==> config.mk <==
export PLATFORM = sky130hd
export DESIGN_NAME = alu_cmd_sequencer
export DESIGN_NICKNAME = d
export VERILOG_FILES = /design/src/rtl/alu_cmd_sequencer.sv
export SDC_FILE = /design/constraint.sdc
export NUM_CORES = 1
export LEC_CHECK = 0
export CAP_MARGIN = 10
export CORE_ASPECT_RATIO = 1.75
export CORE_MARGIN = 10
export CORE_UTILIZATION = 43
export CTS_CLUSTER_SIZE = 30
export DETAILED_ROUTE_END_ITERATION = 10
export HOLD_SLACK_MARGIN = 0.06
export PLACE_DENSITY = 0.83
export SYNTH_ARGS = -nofsm -noshare
export SYNTH_HDL_FRONTEND = slang
export SYNTH_SLANG_ARGS = --single-unit
export TNS_END_PERCENT = 5
==> constraint.sdc <==
create_clock -name clk -period 2.6 [get_ports clk]
set_clock_uncertainty 0.1 [all_clocks]
set_input_delay 0.39 -clock clk [delete_from_list [all_inputs] [get_ports clk]]
set_output_delay 0.39 -clock clk [all_outputs]
set_load 0.005 [all_outputs]
==> src/rtl/alu_cmd_sequencer.sv <==
// Command-port front end for TotalALU: issues ops, times MULTU, auto-issues MFHI/MFLO,
// and returns one response (two for MULTU: Hi then Lo) on a valid/ready port.
module alu_cmd_sequencer #(
    parameter int DATA_W     = 32,
    parameter int ALU_LAT    = 1,
    parameter int MUL_CYCLES = 33,
    parameter int MUL_SETTLE = 2
) (
    input  logic              clk,
    input  logic              reset,
    input  logic              cmd_valid,
    output logic              cmd_ready,
    input  logic [5:0]        cmd_op,
    input  logic [DATA_W-1:0] cmd_a,
    input  logic [DATA_W-1:0] cmd_b,
    output logic              alu_rst,
    output logic [5:0]        alu_signal,
    output logic [DATA_W-1:0] alu_dataA,
    output logic [DATA_W-1:0] alu_dataB,
    input  logic [DATA_W-1:0] alu_output,
    output logic              rsp_valid,
    input  logic              rsp_ready,
    output logic [DATA_W-1:0] rsp_data,
    output logic              rsp_last,
    output logic              rsp_err
);

    // state      | meaning
    // S_IDLE     | ready for a command (once alu_rst has dropped)
    // S_EXEC     | single-cycle op issued, waiting ALU_LAT
    // S_MUL_WAIT | MULTU held for MUL_CYCLES+MUL_SETTLE
    // S_MFHI     | MFHI issued, waiting ALU_LAT
    // S_RSP_HI   | Hi response offered, waiting handshake
    // S_MFLO     | MFLO issued, waiting ALU_LAT
    // S_RSP      | final response offered, waiting handshake
    // S_ERR      | illegal op, build error response
    typedef enum logic [2:0] {
        S_IDLE, S_EXEC, S_MUL_WAIT, S_MFHI, S_RSP_HI, S_MFLO, S_RSP, S_ERR
    } state_t;

    localparam int CNT_W = $clog2(MUL_CYCLES + MUL_SETTLE + ALU_LAT + 1);
    localparam logic [CNT_W-1:0] MUL_LOAD = CNT_W'(MUL_CYCLES + MUL_SETTLE - 1);
    localparam logic [CNT_W-1:0] LAT_LOAD = CNT_W'(ALU_LAT - 1);

    localparam logic [5:0] OP_SLL   = 6'd0;
    localparam logic [5:0] OP_MFHI  = 6'd16;
    localparam logic [5:0] OP_MFLO  = 6'd18;
    localparam logic [5:0] OP_MULTU = 6'd25;
    localparam logic [5:0] OP_ADD   = 6'd32;
    localparam logic [5:0] OP_SUB   = 6'd34;
    localparam logic [5:0] OP_AND   = 6'd36;
    localparam logic [5:0] OP_OR    = 6'd37;
    localparam logic [5:0] OP_SLT   = 6'd42;

    state_t              state_q, state_d;
    logic [CNT_W-1:0]    cnt_q, cnt_d;
    logic                alu_rst_q;
    logic [5:0]          sig_q, sig_d;
    logic [DATA_W-1:0]   a_q, a_d, b_q, b_d;
    logic                rsp_valid_q, rsp_valid_d;
    logic [DATA_W-1:0]   rsp_data_q, rsp_data_d;
    logic                rsp_last_q, rsp_last_d;
    logic                rsp_err_q, rsp_err_d;

    assign cmd_ready  = (state_q == S_IDLE) && !alu_rst_q;
    assign alu_rst    = alu_rst_q;
    assign alu_signal = sig_q;
    assign alu_dataA  = a_q;
    assign alu_dataB  = b_q;
    assign rsp_valid  = rsp_valid_q;
    assign rsp_data   = rsp_data_q;
    assign rsp_last   = rsp_last_q;
    assign rsp_err    = rsp_err_q;

    always_comb begin
        state_d     = state_q;
        cnt_d       = cnt_q;
        sig_d       = sig_q;
        a_d         = a_q;
        b_d         = b_q;
        rsp_valid_d = rsp_valid_q;
        rsp_data_d  = rsp_data_q;
        rsp_last_d  = rsp_last_q;
        rsp_err_d   = rsp_err_q;

        unique case (state_q)
            S_IDLE: begin
                if (cmd_valid && cmd_ready) begin
                    unique case (cmd_op)
                        OP_SLL, OP_ADD, OP_SUB, OP_AND, OP_OR, OP_SLT: begin
                            sig_d   = cmd_op;
                            a_d     = cmd_a;
                            b_d     = cmd_b;
                            cnt_d   = LAT_LOAD;
                            state_d = S_EXEC;
                        end
                        OP_MULTU: begin
                            sig_d   = cmd_op;
                            a_d     = cmd_a;
                            b_d     = cmd_b;
                            cnt_d   = MUL_LOAD;
                            state_d = S_MUL_WAIT;
                        end
                        default: state_d = S_ERR;
                    endcase
                end
            end
            S_EXEC: begin
                if (cnt_q == '0) begin
                    rsp_data_d  = alu_output;
                    rsp_valid_d = 1'b1;
                    rsp_last_d  = 1'b1;
                    rsp_err_d   = 1'b0;
                    state_d     = S_RSP;
                end else begin
                    cnt_d = cnt_q - 1'b1;
                end
            end
            S_MUL_WAIT: begin
                if (cnt_q == '0) begin
                    sig_d   = OP_MFHI;
                    cnt_d   = LAT_LOAD;
                    state_d = S_MFHI;
                end else begin
                    cnt_d = cnt_q - 1'b1;
                end
            end
            S_MFHI: begin
                if (cnt_q == '0) begin
                    rsp_data_d  = alu_output;
                    rsp_valid_d = 1'b1;
                    rsp_last_d  = 1'b0;
                    rsp_err_d   = 1'b0;
                    state_d     = S_RSP_HI;
                end else begin
                    cnt_d = cnt_q - 1'b1;
                end
            end
            S_RSP_HI: begin
                if (rsp_ready) begin
                    rsp_valid_d = 1'b0;
                    sig_d       = OP_MFLO;
                    cnt_d       = LAT_LOAD;
                    state_d     = S_MFLO;
                end
            end
            S_MFLO: begin
                if (cnt_q == '0) begin
                    rsp_data_d  = alu_output;
                    rsp_valid_d = 1'b1;
                    rsp_last_d  = 1'b1;
                    state_d     = S_RSP;
                end else begin
                    cnt_d = cnt_q - 1'b1;
                end
            end
            S_ERR: begin
                rsp_data_d  = '0;
                rsp_valid_d = 1'b1;
                rsp_last_d  = 1'b1;
                rsp_err_d   = 1'b1;
                state_d     = S_RSP;
            end
            S_RSP: begin
                if (rsp_ready) begin
                    rsp_valid_d = 1'b0;
                    rsp_err_d   = 1'b0;
                    state_d     = S_IDLE;
                end
            end
            default: state_d = S_IDLE;
        endcase
    end

    // alu_rst is held by reset and released on the first edge afterwards.
    always_ff @(posedge clk or negedge reset) begin
        if (!reset) begin
            state_q     <= S_IDLE;
            cnt_q       <= '0;
            alu_rst_q   <= 1'b1;
            sig_q       <= '0;
            a_q         <= '0;
            b_q         <= '0;
            rsp_valid_q <= 1'b0;
            rsp_data_q  <= '0;
            rsp_last_q  <= 1'b0;
            rsp_err_q   <= 1'b0;
        end else begin
            state_q     <= state_d;
            cnt_q       <= cnt_d;
            alu_rst_q   <= 1'b0;
            sig_q       <= sig_d;
            a_q         <= a_d;
            b_q         <= b_d;
            rsp_valid_q <= rsp_valid_d;
            rsp_data_q  <= rsp_data_d;
            rsp_last_q  <= rsp_last_d;
            rsp_err_q   <= rsp_err_d;
        end
    end

endmodule

After elaboration in Yosys (flattened, before gate mapping)
Cells that the tools add are included.

word-level totals
  bits in latches = 0
  bits in writable memories = 0
  word-level logic and storage cells = 89
  memories kept = 0
  memory bits (read-only) = 0
  register bits = 115

operators by class
  $lt $le $gt $ge = 0
  bitwise gates (word level) = 0
  reduce and logical (&&, ||, !) cells = 26
  multipliers = 0
  mux-type cells = 27
  equal/unequal tests = 25
  shifts and indexed selects = 0
  divide/modulo/power cells = 0
  add/sub/neg operators = 1

operators with widths
  cell                                                    number
  case mux 32 bit (2 select lines)                        1
  two-way mux 6 bit                                       8
  two-way mux 32 bit                                      1
  equality test 6 bit (second input constant)             5
  case mux 6 bit (4 select lines)                         1
  case mux 3 bit (7 select lines)                         1
  two-way mux 3 bit                                       6
  case mux 6 bit (3 select lines)                         1
  equality test 3 bit (second input constant)             4
  zero test 6 bit                                         2
  inequality test 2 bit (second input constant)           6
  case mux 6 bit (2 select lines)                         1
  AND reduction 3 bit                                     4
  nonzero test 3 bit                                      4
  inequality test 2 x 1 -> 1 bit (second input constant)  5
  AND reduction 5 bit                                     2
  case mux 1 bit (3 select lines)                         3
  OR reduction 7 bit                                      1
  equality test 3 x 2 -> 1 bit (second input constant)    2
  equality test 6 x 5 -> 1 bit (second input constant)    1
  case mux 3 bit (2 select lines)                         1
  AND reduction 6 bit                                     1
  OR reduction 2 bit                                      3
  OR reduction 6 bit                                      1
  other kinds (11)                                        14

Logic depth before layout (Yosys ltp)
Gate-level depths: netlist (run 1).

  word-level depth = 5
  gate-level depth with buffers = 8
  depth with buffers taken out = 7

Worst setup path after synthesis (run 1)
OpenSTA, ideal clock, no wires.

  path type = reg2reg
  from = register cnt_q[0]
  to = register sig_q[1] (netlist: alu_signal[1])
  setup time = 0.125 ns
  stages on the path, launching flop included = 9
  data required time = 2.375 ns
  clock period less this slack = 2.232 ns
  arrival = 2.007 ns
  slack = 0.368 ns
  cell sequence = dfrtp_1 inv_1 ha_1 or4b_4 nor2_4 nand2_1 a211o_1 buf_2 mux2_4

between the ends
  longest elaborated chain between the ends = 3

RTL lines
  what                                    line  source
  start, declared                         56    logic [CNT_W-1:0] cnt_q, cnt_d;
  start signal, assigned                  190   cnt_q <= cnt_d;
  zero test 6 bit                         120   if (cnt_q == '0) begin
  inequality test 2 bit (no source line)  -
  AND reduction 5 bit (no source line)    -
  end signal, assigned                    192   sig_q <= sig_d;
  end, declared                           58    logic [5:0] sig_q, sig_d;

Every way passes these cells.
A chain may end at the register's enable or synchronous reset.

Worst setup path in the final report (run 1)
  from = input port cmd_op[0]
  to = register b_q[1] (netlist: alu_dataB[1])

between the ends
  longest elaborated chain between the ends = 3

RTL lines
  what                                                  line  source
  start, declared                                       13    input logic [5:0] cmd_op,
  equality test 6 x 5 -> 1 bit (tied with other cells)  89    unique case (cmd_op)
  OR reduction 7 bit (no source line) *                 -
  AND reduction 3 bit (no source line) *                -
  end signal, assigned                                  183   b_q <= '0;
  end signal, assigned                                  194   b_q <= b_d;
  end, declared                                         59    logic [DATA_W-1:0] a_q, a_d, b_q, b_d;

Every way passes the cells marked *; elsewhere a longest branch is shown, timed or not.

==> results.toml, run 1 <==
[worst_setup_path]
critical_path_class = "input pin to register"
critical_path_required_ns = 2.78
crit_fanout = 16
setup.worst_path.end_class = "register"
critPathMostFrequentCell = "buf_12"
crit_chain = "clkdlybuf4s50_1 -> or3_1 -> a211oi_2 -> or2_1 -> nor3b_4 -> buf_12 -> buf_12 -> mux2_2"
slowest_delay_ns = 0.42
slowest_stage = "clkdlybuf4s50_1"
cp.arrival_ns = 2.62
start_kind = "input pin"

[power]
p_sw_share_pct = 29.91
total_power_w = 0.007921
pwr-share-clk_pct = 28.1
ir_drop_mv = 0.5013
power.internal_w = 0.005552
power.density_mw_per_mm2 = 989.1
combPwrFrac_pct = 37.9
pwr-share-seq_pct = 34.0
p_switching_w = 0.002369
p_leak_nw = 3.627

[sta]
setup_viol = 0
post-route-min-period_ns = 2.441
relSlewSlack_pct = 53.97
slew_violations = 0
setup_tns_ns = 0
finalCritPeriodShare_pct = 93.88
clock.fmax_mhz = 409.7
hold_viol_final = 0
rsz0062_at_grt = "no"
fin_ws_ns = 0.1591
tightest_slew_ns = 0.6879

[yosys]
synth.distinct_cells = 47
synthesis.area_mm2 = 0.005015
synth_seq_area_share_pct = 57.41
yosys_warnings = 0
syn_inst = 359
synth_nets = 466
synth_edf_count = 0
syn_area_per_cell_um2 = 13.97
yosys_register_bits = 115
synthArstFlopShare_pct = 100.0
synth_ff_type = "dfrtp_1"

[route]
wl_per_cell_um = 21.51
wl_met3_mm = 1.243
drtIter0Drc = 164
wl_met1_mm = 5.460
num_vias = 3956
wl_met2_mm = 8.917
dr.pass1.iters = 4
detail-route-antenna-nets = 0
via_per_inst = 5.282
drt-total-wl_mm = 16.11
top_layer = "met4"
remaining_drc_errors = 0

[global_route]
grt_pass1_vias = 4401
gr-total-overflow = 0
antenna_found_initial = 0
grt_usage_pct = 19.70
grt_max_degree = 37
grt_pass1_wl_mm = 24.98

[floorplan]
start_util_pct = 43.55
die-area_mm2 = 0.01655
core_mm2 = 0.01152
die_h_um = 162.9
num_rows = 52
die_width_um = 101.6
ios = 213

[clock_network]
clk_pin_slew_ns = 0.05
root_buffer = "clkbuf_16"
clock_path_buffers = 2
clk_latency_ns = 0.40
htree_levels = 4
tritoncts = "done"
cts_made_buffers = 17
clkSinkCount = 115
cts_setup_buffers = 0

[place]
portBuffers = 212
gp_congestion = 0.8699
placed_area_mm2 = 0.007425
dp_slack_ns = -0.2131
hpwl_mm = 12.48

[cells_and_area]
n_antenna_cell = 0
area_delta_synth_final_pct = 59.68
design_area_mm2 = 0.008008
nFillCells = 816
finalNetCount = 709
fin_util_pct = 69.54
drive_gt1_share_pct = 22.31

[run]
cap_violations = 0

[hold_path]
hold_path.class = "input pin to async pin"

[outcome]
status = "complete, no violations"
## state kept, by name, indices dropped and copies added (netlist names)
name / cells
alu_dataA: 32
alu_dataB: 32
rsp_data: 32
alu_signal: 6
cnt_q: 6
state_q: 3
alu_rst: 1
rsp_err: 1
rsp_last: 1
rsp_valid: 1
## repair_timing
item                                   CTS  global route
endpoints found under the hold margin   28             0
setup endpoints to repair                0             1
gates resized for setup                  0             1
hold buffers                             1             0
## cell usage in the layout, fill, tap and decap left out, types with 2 or more instances in the layout
master             n
buf_4             25
clkinv_2           7
a22o_1            22
or2_1              2
buf_12             6
bufinv_16          2
dfrtp_1          114
clkdlybuf4s50_1  211
mux2i_1            4
nor3_1             4
mux2_2             6
clkbuf_8           2
o31ai_1            7
o21ai_1            2
nor2_1            16
a211o_1            3
or3_1              2
mux2_4            62
a21oi_1           19
nand2_1           33
clkbuf_16         17
nand2b_1           3
inv_1              9
o21ai_0            6
## stage by stage
stage,cells,hold slack (ns)
finish,749,0.3863
floorplan,359,-0.005591
global route,749,0.4136
global placement,717,0.2540
CTS,749,0.3888
detailed placement,717,0.2578
## synthesized netlist by cell type (all sizes together), types with 2 or more instances
master	n	share of area (%)
a211o	3	0.52
a21oi	19	1.9
a22o	22	3.8
buf	12	3.2
clkbuf	7	0.52
dfrtp	114	57
inv	9	0.67
mux2	68	20
mux2i	4	0.80
nand2	33	2.5
nand2b	3	0.37
nor2	18	1.5
nor3	4	0.40
o21ai	8	0.80
o31ai	7	1.0
or2	2	0.25
or3	3	0.37
## worst max-delay path, delay by kind of cell
kind / cells / cell delay [ns]
buf+inv: 3 / 0.77
simple gates: 3 / 0.83
compound gates: 1 / 0.28
mux: 1 / 0.35
## area by class of cell
| cell class | count | area, um^2 | share of cell area (%) |
|---|---|---|---|
| Multi-Input combinational cell | 216 | 1928 | 24.08 |
| Sequential cell | 115 | 2879 | 35.95 |
| Tap cell | 135 | 168.9 | 2.109 |
| Clock inverter | 11 | 111.4 | 1.391 |
| Inverter | 9 | 33.78 | 0.4219 |
| Clock buffer | 20 | 456.7 | 5.703 |
| Timing Repair Buffer | 243 | 2430 | 30.34 |
## worst paths after layout
| check | start | endpoint | slack, ns | cells past startpoint |
|---|---|---|---|---|
| worst min-delay path | reset | alu_dataA[13]$_DFFE_PN0P_ | 0.39 | 2 |
| worst min register to register | rsp_last$_DFFE_PN0P_ | rsp_last$_DFFE_PN0P_ | 0.39 | 2 |
| worst max register to register | cnt_q[0]$_DFFE_PN0P_ | rsp_data[30]$_DFFE_PN0P_ | 0.19 | 7 |
| min in group clk | rsp_last$_DFFE_PN0P_ | rsp_last$_DFFE_PN0P_ | 0.39 | 2 |
| max in group asynchronous | reset | alu_dataA[27]$_DFFE_PN0P_ | 1.20 | 3 |
| worst max-delay path | cmd_op[0] | alu_dataB[1]$_DFFE_PN0P_ | 0.16 | 8 |
## metal layers
layer / track usage, % / up-vias
met5: 0 / -
met4: 7.908 / 0
met3: 6.117 / 32
met2: 35.91 / 176
met1: 20.04 / 1977
li1: - / 1771
## logic make-up after synthesis
| logic type | after synthesis | share of synthesized area, % |
|---|---|---|
| multiplexers | 72 | 20.71 |
| AO/OA/AOI/OAI | 68 | 9.731 |
| buffers and inverters | 28 | 4.366 |
| flip-flops | 115 | 57.41 |
| other | 1 | 0.07478 |
| adder cells (fa/ha/maj) | 1 | 0.2495 |
| AND/OR/NAND/NOR | 74 | 7.460 |
## power by group through the flow
| stage | Clock (W) | Sequential, W | Combinational [W] |
|---|---|---|---|
| after CTS | 0.00228 | 0.00269 | 0.00303 |
| after global routing | 0.00235 | 0.00276 | 0.00323 |
| after global placement | 0 | 0.00268 | 0.00291 |
| final | 0.00223 | 0.00269 | 0.00300 |
| after floorplan | 0 | 0.00269 | 0.00135 |
| after detailed placement | 0 | 0.00272 | 0.00301 |
(Power assumes the default switching activity.)
==> run 2: changes to the inputs <==
SLEW_MARGIN = 20   (was unset)
clock period = 2.7 ns   (was 2.6 ns; I/O delays follow)
==> run 2 against run 1 <==
Net effect:
- die area unchanged
- hold slack got worse by 0.084 ns
- sequential power decreased by 4%
- critical path type is now register to register
- design area increased by 0.27%
- wire length about the same
- global-route usage decreased by 0.11 points
- register-to-register slack improved by 0.05 ns
- final cell count decreased by 0.67%
- critical path depth decreased by 1
- clock power increased by 9%
- first-iteration DRC count increased by 13%
- core utilization increased by 0.18 points
==> results.toml, run 2 (synthesis results as in run 1) <==
[floorplan]
start_util_pct = 43.55
num_rows = 52
die-area_mm2 = 0.01655
core_mm2 = 0.01152
ios = 213
die_width_um = 101.6
die_h_um = 162.9

[clock_network]
clkSinkCount = 115
htree_levels = 4
cts_setup_buffers = 0
cts_made_buffers = 17
root_buffer = "clkbuf_16"
clock_path_buffers = 2
clk_latency_ns = 0.40
clk_pin_slew_ns = 0.06
tritoncts = "done"

[route]
drt-total-wl_mm = 16.10
num_vias = 3893
drtIter0Drc = 185
via_per_inst = 5.233
remaining_drc_errors = 0
wl_per_cell_um = 21.64
dr.pass1.iters = 4
detail-route-antenna-nets = 0

[worst_setup_path]
critical_path_required_ns = 2.89
r2r-start = "cnt_q[0]$_DFFE_PN0P_"
r2r_slack_ns = 0.24
r2r-end = "cnt_q[1]$_DFFE_PN0P_"
critical_path_class = "register to register"
worstSetupStartpoint = "cnt_q[0]$_DFFE_PN0P_"
cp.arrival_ns = 2.65
worst-r2r-cell-count = 7
crit_fanout = 6
setup.worst_path.end_class = "register"
start_kind = "register"

[cells_and_area]
design_area_mm2 = 0.008029
n_antenna_cell = 0
final_cell_mix = "clkdlybuf4s50_1 (211), dfrtp_1 (114), mux2_4 (62)"
layout_commonest_cell = "clkdlybuf4s50_1"
area_delta_synth_final_pct = 60.10
fin_util_pct = 69.72
multi_input_area_mm2 = 0.001923
seqCellArea_mm2 = 0.002879
finalNetCount = 703
nFillCells = 823
drive_gt1_share_pct = 21.67

[sta]
setup_viol = 0
tightest_slew_ns = 0.7255
clock.fmax_mhz = 406.7
whs_ns = 0.3020
slew_violations = 0
post-route-min-period_ns = 2.459
finalCritPeriodShare_pct = 91.06
relSlewSlack_pct = 51.45
rsz0062_at_grt = "no"
hold_viol_final = 0

[global_route]
grt_pass1_wl_mm = 24.76
antenna_found_initial = 0
grt_max_degree = 75
grt_usage_pct = 19.59
grt_pass1_vias = 4384
gr-total-overflow = 0

[hold_path]
hold_path.class = "input pin to async pin"

[power]
p_leak_nw = 3.616
power.density_mw_per_mm2 = 982.4
ir_drop_mv = 0.5295

[run]
cap_violations = 0

[place]
gp_congestion = 0.8765
placed_area_mm2 = 0.007380
hpwl_mm = 12.35
portBuffers = 212

[outcome]
status = "complete, no violations"
-- run 2: layout make-up --
class                      count  share of cell area (%)
timing repair buffer         237                   29.70
clock inverter                14                   2.493
multi-input combinational    216                   23.95
inverter                       9                  0.4208
clock buffer                  18                   5.470
sequential                   115                   35.86
tap                          135                   2.104
-- run 2: timing repair --
| action | in CTS | in global routing |
|---|---|---|
| resized for setup | 0 | 0 |
| endpoints found under the setup margin | 0 | 0 |
| hold endpoints to repair | 11 | 0 |
| hold buffers | 1 | 0 |
-- run 2: per-stage QoR --
stage	setup WS [ns]	setup TNS (ns)	std cells	power (W)
final	0.2413	0	744	0.007887
after global routing	0.1504	0	744	0.008300
after CTS	0.2512	0	744	0.007959
after detailed placement	-0.05527	-1.987	711	0.005480
after global placement	-0.01824	-0.4773	711	0.005350
after floorplan	0.4680	0	359	0.003889
-- run 2: layer usage --
layer | part of all wire, % | track usage [%]
met4 | 1.8 | 6.536
met3 | 6.6 | 6.075
met5 | 0 | 0
met2 | 56 | 36.29
met1 | 36 | 19.94
-- run 2: worst max-delay path, stage by stage, from the launching register on --
cell and delay (ns):
dfrtp_1 0.40, inv_1 0.07, ha_1 0.21, or4b_4 0.52
nor2_4 0.16, a211o_1 0.26, or2_1 0.27, mux2_2 0.36
-- run 2: power by group --
part | internal [W] | total, W | switching (W) | leakage (nW)
logic | 0.00168 | 0.00289 | 0.00121 | 1.78
clock network | 0.00158 | 0.00243 | 0.000849 | 0.304
registers | 0.00225 | 0.00257 | 0.000316 | 1.53
-- run 2: worst max path at each step --
stage / to / slack [ns]
6_report: cnt_q[1]$_DFFE_PN0P_ / 0.24
5_1_grt: cnt_q[1]$_DFFE_PN0P_ / 0.15
4_1_cts: cmd_ready / 0.25
3_5_place_dp: alu_dataA[22]$_DFFE_PN0P_ / -0.06
3_3_place_gp: alu_dataB[28]$_DFFE_PN0P_ / -0.02
2_1_floorplan: alu_signal[1]$_DFFE_PN0P_ / 0.47
==> run 3: changes to the inputs <==
CORE_UTILIZATION = 30   (was 43)
PLACE_DENSITY = 0.62   (was 0.83)
==> run 3 against run 2 <==
Net effect:
- hold slack improved by 0.084 ns
- first-iteration DRC count fell by 32%
- wire length rose by 0.93%
- clock-buffer cell count rose by 4
- design area rose by 1.3%
- maximum frequency fell by 4.6%
- sequential power barely moved
- worst setup slack got worse by 0.12 ns
- critical path depth fell by 4
- non-clock buffer count rose by 4
- power fell by 2.0%
- final cell count rose by 12%
- critical path type is now register to output pin
==> results.toml, run 3 (synthesis results as in run 1) <==
[global_route]
grt_max_degree = 56
grt_use_met2_pct = 26.89
grt_util_met3_pct = 4.609
grt-busiest-layer = "met2"
gr-total-overflow = 0
grt_pass1_vias = 4218
grt_usage_pct = 14.36
met1_usage_pct = 14.32
grt_pass1_wl_mm = 24.94
antenna_found_initial = 0

[clock_network]
clock_path_buffers = 2
cts_setup_buffers = 0
clk_pin_slew_ns = 0.05
root_buffer = "clkbuf_16"
clk_latency_ns = 0.42
tritoncts = "done"
cts_made_buffers = 17
clkSinkCount = 115
htree_levels = 4

[sta]
clock.fmax_mhz = 387.9
tightest_slew_ns = 0.7070
hold_viol_final = 0
post-route-min-period_ns = 2.578
fin_ws_ns = 0.1217
whs_ns = 0.3855
rsz0062_at_grt = "no"
finalCritPeriodShare_pct = 95.49
slew_violations = 0
setup_viol = 0
relSlewSlack_pct = 52.69

[worst_setup_path]
r2r-end = "cnt_q[0]$_DFFE_PN0P_"
slowest_stage = "clkdlybuf4s50_1"
slowest_delay_ns = 0.54
critical_path_class = "register to output pin"
crit_chain = "or3_4 -> nor2_1 -> clkdlybuf4s50_1"
crit_end = "cmd_ready"
r2r_slack_ns = 0.29
worst-r2r-cell-count = 7
critical_path_required_ns = 2.19
worstSetupStartpoint = "state_q[2]$_DFFE_PN0P_"
start_kind = "register"
cp.arrival_ns = 2.07
setup.worst_path.end_class = "output pin"
crit_fanout = 13
r2r-start = "cnt_q[0]$_DFFE_PN0P_"

[floorplan]
ios = 213
core_mm2 = 0.01645
die-area_mm2 = 0.02249
die_width_um = 117.7
die_h_um = 191.0
num_rows = 62
start_util_pct = 30.49

[route]
remaining_drc_errors = 0
num_vias = 3807
detail-route-antenna-nets = 0
drtIter0Drc = 125
drt-total-wl_mm = 16.25
via_per_inst = 4.559
dr.pass1.iters = 4
wl_per_cell_um = 19.46

[power]
p_leak_nw = 3.620
power.density_mw_per_mm2 = 951.2
ir_drop_mv = 0.3431

[cells_and_area]
n_antenna_cell = 0
finalNetCount = 707
area_delta_synth_final_pct = 62.13
drive_gt1_share_pct = 22.26
layout_commonest_cell = "clkdlybuf4s50_1"
final_cell_mix = "clkdlybuf4s50_1 (211), dfrtp_1 (114), mux2_4 (62)"

[hold_path]
hold_path.class = "register to register"
hold_start = "rsp_last$_DFFE_PN0P_"

[place]
dp_slack_ns = -0.06519
portBuffers = 212
hpwl_mm = 12.45
gp_congestion = 0.8339

[run]
cap_violations = 0

[outcome]
status = "complete, no violations"
==> run 3: what timing repair did <==
item / CTS / global route
endpoints found under the setup margin: 0 / 1
resized for setup: 0 / 1
hold buffers: 1 / 0
endpoints found under the hold margin: 38 / 0
==> run 3: cell type report <==
class,count,area [um^2]
clock inverter,8,101.3
multi-input combinational,216,1939
fill,1469,8315
inverter,9,33.78
timing repair buffer,241,2402
tap,224,280.3
clock buffer,22,494.2
sequential,115,2879
==> run 3: worst min path at each step <==
stage | endpoint | slack [ns] | cells past startpoint
2_1_floorplan | alu_dataA[0]$_DFFE_PN0P_ | 0.009 | 0
3_3_place_gp | alu_dataA[13]$_DFFE_PN0P_ | 0.32 | 1
3_5_place_dp | alu_dataA[19]$_DFFE_PN0P_ | 0.33 | 1
4_1_cts | rsp_last$_DFFE_PN0P_ | 0.40 | 2
5_1_grt | alu_dataA[31]$_DFFE_PN0P_ | 0.42 | 1
6_report | rsp_last$_DFFE_PN0P_ | 0.39 | 2
==> run 3: metal layers <==
layer,part of all wire (%),up-vias
li1,-,1760
met1,35,1893
met2,57,133
met3,5.5,21
met4,1.9,0
met5,0,-
==> run 3: worst max-delay path, delay by kind of cell, from the launching register on <==
family                 cells  cell delay [ns]
DFF                        1             0.52
buffers and inverters      1             0.54
and+or+nand+nor            2             0.59
==> run 3: through the flow <==
stage          area [um^2]  setup TNS (ns)  util [%]  cells  total power [W]
2_1_floorplan         5015               0         -    359         0.003889
3_5_place_dp          7512          -2.614     45.68    804         0.005512
4_1_cts               8118               0     49.36    835         0.007825
5_1_grt               8130               0     49.44    835         0.008176
3_3_place_gp          7512          -1.737     45.68    804         0.005428
6_report              8130               0     49.44    835         0.007733
==> run 3: power breakdown <==
part,internal [W],switching [W],leakage [nW]
sequential,0.00225,0.000346,1.53
clock,0.00147,0.000797,0.286
combinational,0.00170,0.00117,1.80
